File: src/rtl/bram_bit_reader_if.sv
// bram_bit_reader_if: start/status, BRAM port-B read and serial stream signals of bram_bit_reader.
// Optional feature macro: BIT_READER_LOOP_EN adds the i_stop input for continuous frame looping.
interface bram_bit_reader_if #(
  parameter int unsigned ADDR_W = 12
) ();
  logic              i_start;
  logic [ADDR_W-1:0] i_base;
  logic [ADDR_W-1:0] i_length;
  logic [ADDR_W-1:0] o_addr_rd;
  logic              o_en_rd;
  logic              i_rd_bit;
  logic              o_bit;
  logic              o_valid;
  logic              i_ready;
  logic              o_last;
  logic              o_busy;
  logic              o_done;
`ifdef BIT_READER_LOOP_EN
  logic              i_stop;
`endif

  // Reader side: consumes commands/BRAM data, drives BRAM address and the stream.
  modport master (
    input  i_start, i_base, i_length, i_rd_bit, i_ready,
`ifdef BIT_READER_LOOP_EN
    input  i_stop,
`endif
    output o_addr_rd, o_en_rd, o_bit, o_valid, o_last, o_busy, o_done
  );

  // Environment side: controller, BRAM port B and stream sink.
  modport slave (
    output i_start, i_base, i_length, i_rd_bit, i_ready,
`ifdef BIT_READER_LOOP_EN
    output i_stop,
`endif
    input  o_addr_rd, o_en_rd, o_bit, o_valid, o_last, o_busy, o_done
  );
endinterface

File: src/rtl/bram_bit_reader.sv
// bram_bit_reader: walks a range of bit addresses in the 1-bit-wide BRAM port B and emits the bits
// as a valid/ready serial stream. Reads are credit-limited so the small output FIFO never
// overflows under backpressure. Optional macro BIT_READER_LOOP_EN repeats the frame until i_stop.
module bram_bit_reader #(
  parameter int unsigned DEPTH_B = 1976,
  parameter int unsigned ADDR_W  = 12,
  parameter int unsigned RD_LAT  = 1,
  parameter int unsigned FIFO_D  = RD_LAT + 2
) (
  input logic               i_clk,
  input logic               i_rst_n,
  bram_bit_reader_if.master bus
);

  localparam int unsigned PtrW = (FIFO_D > 1) ? $clog2(FIFO_D) : 1;
  localparam int unsigned CntW = $clog2(FIFO_D + 1);
  localparam logic [ADDR_W-1:0] AddrLast = ADDR_W'(DEPTH_B - 1);
  localparam logic [PtrW-1:0]   PtrLast  = PtrW'(FIFO_D - 1);

  typedef enum logic [1:0] {StIdle, StRun, StDrain} state_e;

  state_e state_q, state_d;

  logic [ADDR_W-1:0] base_q, base_d;
  logic [ADDR_W-1:0] len_q, len_d;
  logic [ADDR_W-1:0] addr_q, addr_d;
  logic [ADDR_W-1:0] rd_cnt_q, rd_cnt_d;
  logic [RD_LAT-1:0] vld_sr_q, vld_sr_d;
  logic [RD_LAT-1:0] last_sr_q, last_sr_d;
  logic              done_q, done_d;

  logic              fifo_bit_q  [FIFO_D];
  logic              fifo_last_q [FIFO_D];
  logic [PtrW-1:0]   wr_ptr_q, rd_ptr_q;
  logic [CntW-1:0]   fifo_cnt_q;

  logic              is_idle, start_acc, start_zero;
  logic [ADDR_W-1:0] issue_cnt, issue_addr, reload_base, reload_len;
  logic              credit_ok, issue, issue_last, reload;
  logic              push, pop, fifo_nempty, drain_end;
  int unsigned       inflight;

`ifdef BIT_READER_LOOP_EN
  logic stop_q, stop_d;
`endif

  // Count reads issued to the BRAM whose data has not yet been captured.
  always_comb begin
    inflight = 0;
    for (int unsigned i = 0; i < RD_LAT; i++) begin
      inflight += 32'(vld_sr_q[i]);
    end
  end

  // Issue, capture and stream-handshake decisions plus datapath next-state.
  always_comb begin
    is_idle     = (state_q == StIdle);
    start_acc   = is_idle && bus.i_start && (bus.i_length != '0);
    start_zero  = is_idle && bus.i_start && (bus.i_length == '0);
    // The first read goes out in the start cycle itself to meet the RD_LAT+1 first-valid latency.
    issue_cnt   = is_idle ? bus.i_length : rd_cnt_q;
    issue_addr  = is_idle ? bus.i_base : addr_q;
    reload_base = is_idle ? bus.i_base : base_q;
    reload_len  = is_idle ? bus.i_length : len_q;
    credit_ok   = (32'(fifo_cnt_q) + inflight) < FIFO_D;
    issue       = credit_ok && (start_acc || ((state_q == StRun) && (rd_cnt_q != '0)));
    issue_last  = (issue_cnt == ADDR_W'(1));
`ifdef BIT_READER_LOOP_EN
    reload      = !(stop_q || bus.i_stop);
`else
    reload      = 1'b0;
`endif

    base_d   = start_acc ? bus.i_base : base_q;
    len_d    = start_acc ? bus.i_length : len_q;
    addr_d   = addr_q;
    rd_cnt_d = rd_cnt_q;
    if (issue) begin
      if (issue_last && reload) begin
        addr_d   = reload_base;
        rd_cnt_d = reload_len;
      end else begin
        addr_d   = (issue_addr == AddrLast) ? '0 : issue_addr + ADDR_W'(1);
        rd_cnt_d = issue_cnt - ADDR_W'(1);
      end
    end

    vld_sr_d     = vld_sr_q;
    last_sr_d    = last_sr_q;
    vld_sr_d[0]  = issue;
    last_sr_d[0] = issue && issue_last;
    for (int unsigned i = 1; i < RD_LAT; i++) begin
      vld_sr_d[i]  = vld_sr_q[i-1];
      last_sr_d[i] = last_sr_q[i-1];
    end

    push        = vld_sr_q[RD_LAT-1];
    fifo_nempty = (fifo_cnt_q != '0);
    pop         = fifo_nempty && bus.i_ready;
    // Only the very last entry can end the pass; in loop mode earlier passes' last bits may queue.
    drain_end   = (state_q == StDrain) && pop && fifo_last_q[rd_ptr_q] &&
                  (fifo_cnt_q == CntW'(1)) && (inflight == 0);
    done_d      = start_zero || drain_end;
  end

  // FSM next state.
  always_comb begin
    state_d = state_q;
    unique case (state_q)
      StIdle:  if (start_acc) state_d = (rd_cnt_d == '0) ? StDrain : StRun;
      StRun:   if (rd_cnt_d == '0) state_d = StDrain;
      StDrain: if (drain_end) state_d = StIdle;
      default: state_d = StIdle;
    endcase
  end

`ifdef BIT_READER_LOOP_EN
  // Stop request is held until the reader returns to idle.
  always_comb begin
    stop_d = (state_d == StIdle) ? 1'b0 : (stop_q || bus.i_stop);
  end

  // Stop request register.
  always_ff @(posedge i_clk or negedge i_rst_n) begin
    if (!i_rst_n) begin
      stop_q <= 1'b0;
    end else begin
      stop_q <= stop_d;
    end
  end
`endif

  // FSM state register.
  always_ff @(posedge i_clk or negedge i_rst_n) begin
    if (!i_rst_n) begin
      state_q <= StIdle;
    end else begin
      state_q <= state_d;
    end
  end

  // FSM outputs: BRAM port-B controls, stream from the FIFO head, status.
  always_comb begin
    bus.o_busy    = (state_q != StIdle);
    bus.o_en_rd   = issue;
    bus.o_addr_rd = issue_addr;
    bus.o_valid   = fifo_nempty;
    bus.o_bit     = fifo_nempty && fifo_bit_q[rd_ptr_q];
    bus.o_last    = fifo_nempty && fifo_last_q[rd_ptr_q];
    bus.o_done    = done_q;
  end

  // Pass bookkeeping and read-latency tracking.
  always_ff @(posedge i_clk or negedge i_rst_n) begin
    if (!i_rst_n) begin
      base_q    <= '0;
      len_q     <= '0;
      addr_q    <= '0;
      rd_cnt_q  <= '0;
      vld_sr_q  <= '0;
      last_sr_q <= '0;
      done_q    <= 1'b0;
    end else begin
      base_q    <= base_d;
      len_q     <= len_d;
      addr_q    <= addr_d;
      rd_cnt_q  <= rd_cnt_d;
      vld_sr_q  <= vld_sr_d;
      last_sr_q <= last_sr_d;
      done_q    <= done_d;
    end
  end

  // Output credit FIFO; credits guarantee no push ever lands on a full FIFO.
  always_ff @(posedge i_clk or negedge i_rst_n) begin
    if (!i_rst_n) begin
      for (int unsigned i = 0; i < FIFO_D; i++) begin
        fifo_bit_q[i]  <= 1'b0;
        fifo_last_q[i] <= 1'b0;
      end
      wr_ptr_q   <= '0;
      rd_ptr_q   <= '0;
      fifo_cnt_q <= '0;
    end else begin
      if (push) begin
        fifo_bit_q[wr_ptr_q]  <= bus.i_rd_bit;
        fifo_last_q[wr_ptr_q] <= last_sr_q[RD_LAT-1];
        wr_ptr_q <= (wr_ptr_q == PtrLast) ? '0 : wr_ptr_q + PtrW'(1);
      end
      if (pop) begin
        rd_ptr_q <= (rd_ptr_q == PtrLast) ? '0 : rd_ptr_q + PtrW'(1);
      end
      if (push && !pop) begin
        fifo_cnt_q <= fifo_cnt_q + CntW'(1);
      end else if (!push && pop) begin
        fifo_cnt_q <= fifo_cnt_q - CntW'(1);
      end
    end
  end

endmodule

File: src/flat_wrapper.sv
// flat-port wrapper written by rule: the top's interface ports become plain ports
module bram_bit_reader_flat 
#(
  parameter int unsigned DEPTH_B = 1976,
  parameter int unsigned ADDR_W  = 12,
  parameter int unsigned RD_LAT  = 1,
  parameter int unsigned FIFO_D  = RD_LAT + 2
)
  (i_clk, i_rst_n, bus_i_start, bus_i_base, bus_i_length, bus_i_rd_bit, bus_i_ready, bus_o_addr_rd, bus_o_en_rd, bus_o_bit, bus_o_valid, bus_o_last, bus_o_busy, bus_o_done);
  bram_bit_reader_if #(.ADDR_W(ADDR_W)) bus_i ();
  input logic i_clk;
  input logic i_rst_n;
  input wire logic [$bits(bus_i.i_start)-1:0] bus_i_start;
  input wire logic [$bits(bus_i.i_base)-1:0] bus_i_base;
  input wire logic [$bits(bus_i.i_length)-1:0] bus_i_length;
  input wire logic [$bits(bus_i.i_rd_bit)-1:0] bus_i_rd_bit;
  input wire logic [$bits(bus_i.i_ready)-1:0] bus_i_ready;
  output wire logic [$bits(bus_i.o_addr_rd)-1:0] bus_o_addr_rd;
  output wire logic [$bits(bus_i.o_en_rd)-1:0] bus_o_en_rd;
  output wire logic [$bits(bus_i.o_bit)-1:0] bus_o_bit;
  output wire logic [$bits(bus_i.o_valid)-1:0] bus_o_valid;
  output wire logic [$bits(bus_i.o_last)-1:0] bus_o_last;
  output wire logic [$bits(bus_i.o_busy)-1:0] bus_o_busy;
  output wire logic [$bits(bus_i.o_done)-1:0] bus_o_done;
  assign bus_i.i_start = bus_i_start;
  assign bus_i.i_base = bus_i_base;
  assign bus_i.i_length = bus_i_length;
  assign bus_i.i_rd_bit = bus_i_rd_bit;
  assign bus_i.i_ready = bus_i_ready;
  assign bus_o_addr_rd = bus_i.o_addr_rd;
  assign bus_o_en_rd = bus_i.o_en_rd;
  assign bus_o_bit = bus_i.o_bit;
  assign bus_o_valid = bus_i.o_valid;
  assign bus_o_last = bus_i.o_last;
  assign bus_o_busy = bus_i.o_busy;
  assign bus_o_done = bus_i.o_done;
  bram_bit_reader #(.DEPTH_B(DEPTH_B), .ADDR_W(ADDR_W), .RD_LAT(RD_LAT), .FIFO_D(FIFO_D)) u_core (.i_clk(i_clk), .i_rst_n(i_rst_n), .bus(bus_i));
endmodule
File: config.mk
export PLATFORM = sky130hd
export DESIGN_NAME = bram_bit_reader_flat
export DESIGN_NICKNAME = d
export VERILOG_FILES = /design/src/rtl/bram_bit_reader_if.sv /design/src/rtl/bram_bit_reader.sv /design/src/flat_wrapper.sv
export SDC_FILE = /design/constraint.sdc
export NUM_CORES = 1
export LEC_CHECK = 0
export ABC_CLOCK_PERIOD_IN_PS = 4250
export CAP_MARGIN = 20
export CORE_MARGIN = 5
export CORE_UTILIZATION = 31
export DETAILED_ROUTE_END_ITERATION = 10
export DONT_BUFFER_PORTS = 1
export PLACE_DENSITY = 0.55
export SLEW_MARGIN = 25
export SYNTH_ARGS = -nofsm -noshare
export SYNTH_HDL_FRONTEND = slang
export SYNTH_SLANG_ARGS = --single-unit
File: constraint.sdc
create_clock -name i_clk -period 4.25 [get_ports i_clk]
set_clock_uncertainty 0.05 [all_clocks]
set_input_delay 0.85 -clock i_clk [delete_from_list [all_inputs] [get_ports i_clk]]
set_output_delay 0.85 -clock i_clk [all_outputs]
set_load 0.05 [all_outputs]
# [Yosys cells after proc, flatten, opt, wreduce, memory -nomap -nowiden]
# Index checks and enable logic that the tools add are counted.
[totals] reg_bits=41 latchBits=0 ram_bits=0 mem_bits_ro=0 output_inout_bits=18 elab_cells=91 mem_count=0
[classes] add_sub_neg=7 mul=0 div_mod_pow=0 n_lt_le_gt_ge=4 n_eq_ne=10 shift=0 muxes=23 bitwise=2 reduce_logical=30
[ops] cell="$mux 12" n=4
[ops] cell="$logic_not 32->1" n=1
[ops] cell="$lt 32x2->1 const B" n=1
[ops] cell="$logic_not 12->1" n=2
[ops] cell="$reduce_bool 12->1" n=2
[ops] cell="$logic_and 1x1->1" n=16
[ops] cell="$mux 2" n=8
[ops] cell="$add 12x1->12 const B" n=1
[ops] cell="$eq 12x1->1 const B" n=1
[ops] cell="$eq 12x11->1 const B" n=1
[ops] cell="$sub 12x1->12 const B" n=1
[ops] cell="$add 2x1->2 const B" n=3
[ops] cell="$bwmux 3" n=2
[ops] cell="$eq 2x2->1 const B" n=3
[ops] cell="$ge 3x3->1 const B" n=2
[ops] cell="$not 2->3" n=2
[ops] cell="$pmux 2 s3" n=1
[ops] cell="$reduce_bool 2->1" n=3
[ops] cell="$mux 1" n=5
[ops] cell="$bmux 1 s2" n=2
[ops] cell="$eq 2x1->1 const B" n=2
[ops] cell="$ne 2x2->1 const B" n=2
[ops] cell="$add 2x1->3" n=1
[ops] cell="$lt 3x1->1 const B" n=1
[ops] cell="other kinds (7)" n=9

# [Depth between registers and ports, before layout]
[depth] depth_word=10 ltp_mapped=14

# [Worst setup path after synthesis]
# OpenSTA, ideal clock, no wires.
[synth_timing] path_kind="register to register" start="reg u_core.state_q[0]" end="reg u_core.state_q[0]" setup_ns=0.119 arrival_ns=3.708 t_required_ns=4.081 path_slack_ns=0.373 stages_incl_launch_ff=14 path_buffers=3 synth_period_minus_slack_ns=3.877 cell_sequence="dfrtp_1 -> nor2_4 -> inv_2 -> buf_2 -> buf_1 -> mux2i_1 -> ha_1 -> clkbuf_1 -> or3_1 -> a2111o_1 -> or3_1 -> o31ai_1 -> o211ai_1 -> o21ba_1"
[synth_via] elab_chain_cells=10
[synth_rtl] item="start: declaration" line_no="bram_bit_reader.sv:22" text="state_e state_q, state_d;"
[synth_rtl] item="start signal: assignment" line_no="bram_bit_reader.sv:136" text="state_q <= StIdle;"
[synth_rtl] item="start signal: assignment" line_no="bram_bit_reader.sv:138" text="state_q <= state_d;"
[synth_rtl] item="parallel branches: the longest is 10 deep, another holds $sub 12x1->12"
# Several ways; the timed one is not identified. The select of a mux whose other input is x is not followed.
# A chain may end at the register's enable or synchronous reset.

# [Worst setup path after layout]
[layout_timing] start="in bus_i_length[9]" end="out bus_o_en_rd"
[layout_via] elab_chain_cells=4
[layout_rtl] item="start: declaration" line_no="flat_wrapper.sv:15" text="input wire logic [$bits(bus_i.i_length)-1:0] bus_i_length;"
[layout_rtl] item="$reduce_bool 12->1" line_no="bram_bit_reader.sv:58" text="start_acc = is_idle && bus.i_start && (bus.i_length != '0);"
[layout_rtl] item="$logic_and 1x1->1" line_no="bram_bit_reader.sv:58"
[layout_rtl] item="$logic_or 1x1->1" line_no="bram_bit_reader.sv:66" text="issue = credit_ok && (start_acc || ((state_q == StRun) && (rd_cnt_q != '0)));"
[layout_rtl] item="$logic_and 1x1->1" line_no="bram_bit_reader.sv:66"
[layout_rtl] item="end: declaration" line_no="flat_wrapper.sv:19" text="output wire logic [$bits(bus_i.o_en_rd)-1:0] bus_o_en_rd;"
# No other way between the ends.

==> results.md <==
- Critical path class: in2out
- Clock sink count: 41
- Root Driver: clkbuf_8
- I/O Pins: 47
- Flop pwr share: 30.0%
- Synth area leader: dfrtp_1
- Worst slew margin: 40.86%
- CTS Hold Bufs: 0
- DP Worst Slack: 0.6017 ns
- RSZ-0062 raised after global routing: no
- CTS tree: yes
- Setup crit start: bus_i_length[9]
- Worst setup slack after layout: 0.6006 ns
- Die width: 104.8 um
- Switch Pwr: 1.236 mW
- Worst-Margin Slew: 0.8755 ns
- Die Y: 104.8 um
- Fmax: 0.2740 GHz
- FF-to-FF path depth: 11
- Core Area: 8763 um2
- Total CTS buffers: 5
- Dpl cell area: 2917 um2
- Placed cells: 408
- YS warnings: 0
- Synth area leaders: dfrtp_1, mux2i_1, mux2_2, nand2_1, ha_1
- Worst Path Required: 3.35 ns
- DRT iter0 DRCs: 167
- Hold Fails Final Rpt: 0
- Post-synth EDFFs: 0
- Logic pwr share: 59.1%
- HP Class: in2async
- Period utilisation layout: 85.87%
- Total chip power: 2.371 mW
- Final setup fails: 0
- Vias per Instance: 5.719
- Clock-pin slew on the worst setup and hold paths: 0.08 ns
- Gpl congestion: 0.8756
- Total gr overflow: 0
- Max-cap violations: 0
- Top-area cell type share of the netlist area: 36.80%
- Slew Viols, Final: 0
- Top FF cell, synth: dfrtp_1
- Avg Cell Area, Syn: 9.140 um2
- # nets final: 344
- Critical Path Fanout Max: 16
- # H-tree levels: 2
- Worst Path Arrival: 2.75 ns
- Clock Latency Late Sink: 0.30 ns
- Cells after synthesis: 305
- Mapped Area: 2788 um2
- R2r setup slk: 0.94 ns
- Setup tns final: 0 ns
- Worst r2r src: u_core.state_q[0]
- Maximum VDD drop: 0.0004135 V
- Residual DRC count: 0
- Post-CTS Setup Bufs: 0
- CP Launch Type: input port
- Internal power: 1.135 mW
- Net Sw Frac: 52.14%
- LEAKAGE: 1.274 nW
- Longest Clk Path Bufs: 2
- Vias in the first global route: 2444
- Outcome: completed
- Final Util: 34.27%
- Full die area: 10990 um2
- #FFs+latches synth: 41
- Number of iterations in the first detailed-routing pass: 4
- Hold_ws: 0.1859 ns
- Initial Utilization: 31.81%
- Register area share after synthesis: 36.80%
- Cell area power density: 789.6 nW/um2
- GRT Total Usage: 13.34%
- Detailed-route wire length: 7463 um
- Area growth from synthesis to layout: 7.720%
- Antenna diodes: 0
- First-pass GRT wire length: 12210 um
- Wire length per cell: 17.94 um
- Clk pwr share: 10.9%
- Tmin final: 3.649 ns
- Largest net degree at the start of global routing: 42
- Num rows: 34
- Antenna-violating nets left: 0
- Initial antenna violation count: 0
- Vias: 2379
- Layout cells sized above 1: 11.69%
- Crit. End Element: output port
- Syn Nets: 342
- # resized after CTS: 0
- Post-route cell area: 3003 um2
- Ys async rst share: 100.0%
- Half-perimeter wire length after placement: 5490 um
- Cell Count, Final, Fillers Out: 416
- Netlist cell types: 62
- PortBufs: 0
layout by cell type (no fill, tap or decap), types with 3 or more instances in the layout:
| cell type | n |
|---|---|
| dfrtp_1 | 41 |
| nand2_1 | 30 |
| nor2_1 | 20 |
| inv_1 | 19 |
| o21ai_0 | 15 |
| mux2i_1 | 14 |
| nor4_1 | 11 |
| mux2_2 | 10 |
| a21oi_1 | 10 |
| xnor2_1 | 10 |
| a22o_1 | 9 |
| ha_1 | 8 |
| o31ai_1 | 7 |
| nor3_1 | 7 |
| buf_4 | 6 |
| or2_2 | 5 |
| or4_1 | 5 |
| or3_1 | 5 |
| clkbuf_8 | 5 |
| o211ai_1 | 4 |
| nor3b_1 | 4 |
| nand3_1 | 4 |
| and2_1 | 4 |
| a41oi_1 | 3 |
state kept, by name, summed over array words and instances (netlist names):
name,count
u_core.bus.o_done,1
u_core.push,1
u_core.addr_q,12
u_core.fifo_cnt_q,2
u_core.wr_ptr_q,2
u_core.state_q,2
u_core.fifo_bit_q,3
u_core.last_sr_q,1
u_core.fifo_last_q,3
u_core.rd_ptr_q,2
u_core.rd_cnt_q,12
final cells by class:
type                            instances  area [um2]
Tap cell                              108       135.1
Timing Repair Buffer                    6       45.04
Fill cell                             917        5761
Clock inverter                          3       17.52
Multi-Input combinational cell        233        1635
Clock buffer                            5       68.82
Inverter                               20       75.07
Sequential cell                        41        1026
synth_stat cells (5+ instances only):
library cell,n
buf_2,5
dfrtp_1,41
a21oi_1,10
or2_2,5
o21ai_0,15
nor3_1,7
or4_1,5
a22o_1,9
mux2i_1,14
nor4_1,11
or3_1,5
inv_1,19
o31ai_1,7
nor2_1,20
nand2_1,30
ha_1,8
mux2_2,10
xnor2_1,10
cell families after synthesis:
family          count (synthesis)  share of synthesized area, %
compound gates                 75                         19.84
flops                          41                         36.80
xor+xnor                       12                         3.770
simple gates                  113                         21.86
buf+inv                        31                         4.533
mux                            25                         9.605
fa+ha+maj                       8                         3.591
layer usage:
metal | routed length, um | track usage [%]
met5 | 0 | 0
met4 | 109 | 3.105
met3 | 372 | 3.514
met2 | 3585 | 23.11
met1 | 3396 | 16.56
power groups by stage:
stage / Clock [mW] / Combinational, mW / Sequential (mW)
floorplan: 0 / 1.19 / 0.661
global placement: 0 / 1.38 / 0.710
detailed placement: 0 / 1.41 / 0.708
CTS: 0.263 / 1.41 / 0.706
global route: 0.283 / 1.55 / 0.730
finish: 0.258 / 1.40 / 0.712
critical path, stage by stage:
cell	delay, ns
nor4_1	0.52
a41oi_1	0.19
o21bai_1	0.44
or2_2	0.40
inv_1	0.34
worst paths after layout:
path,endpoint
min,u_core.rd_ptr_q[1]
min in group i_clk,u_core.addr_q[2]
max,bus_o_en_rd
max reg2reg,u_core.state_q[0]
max in group asynchronous,u_core.rd_cnt_q[5]
min reg2reg,u_core.addr_q[2]
(Power assumes the default switching activity.)
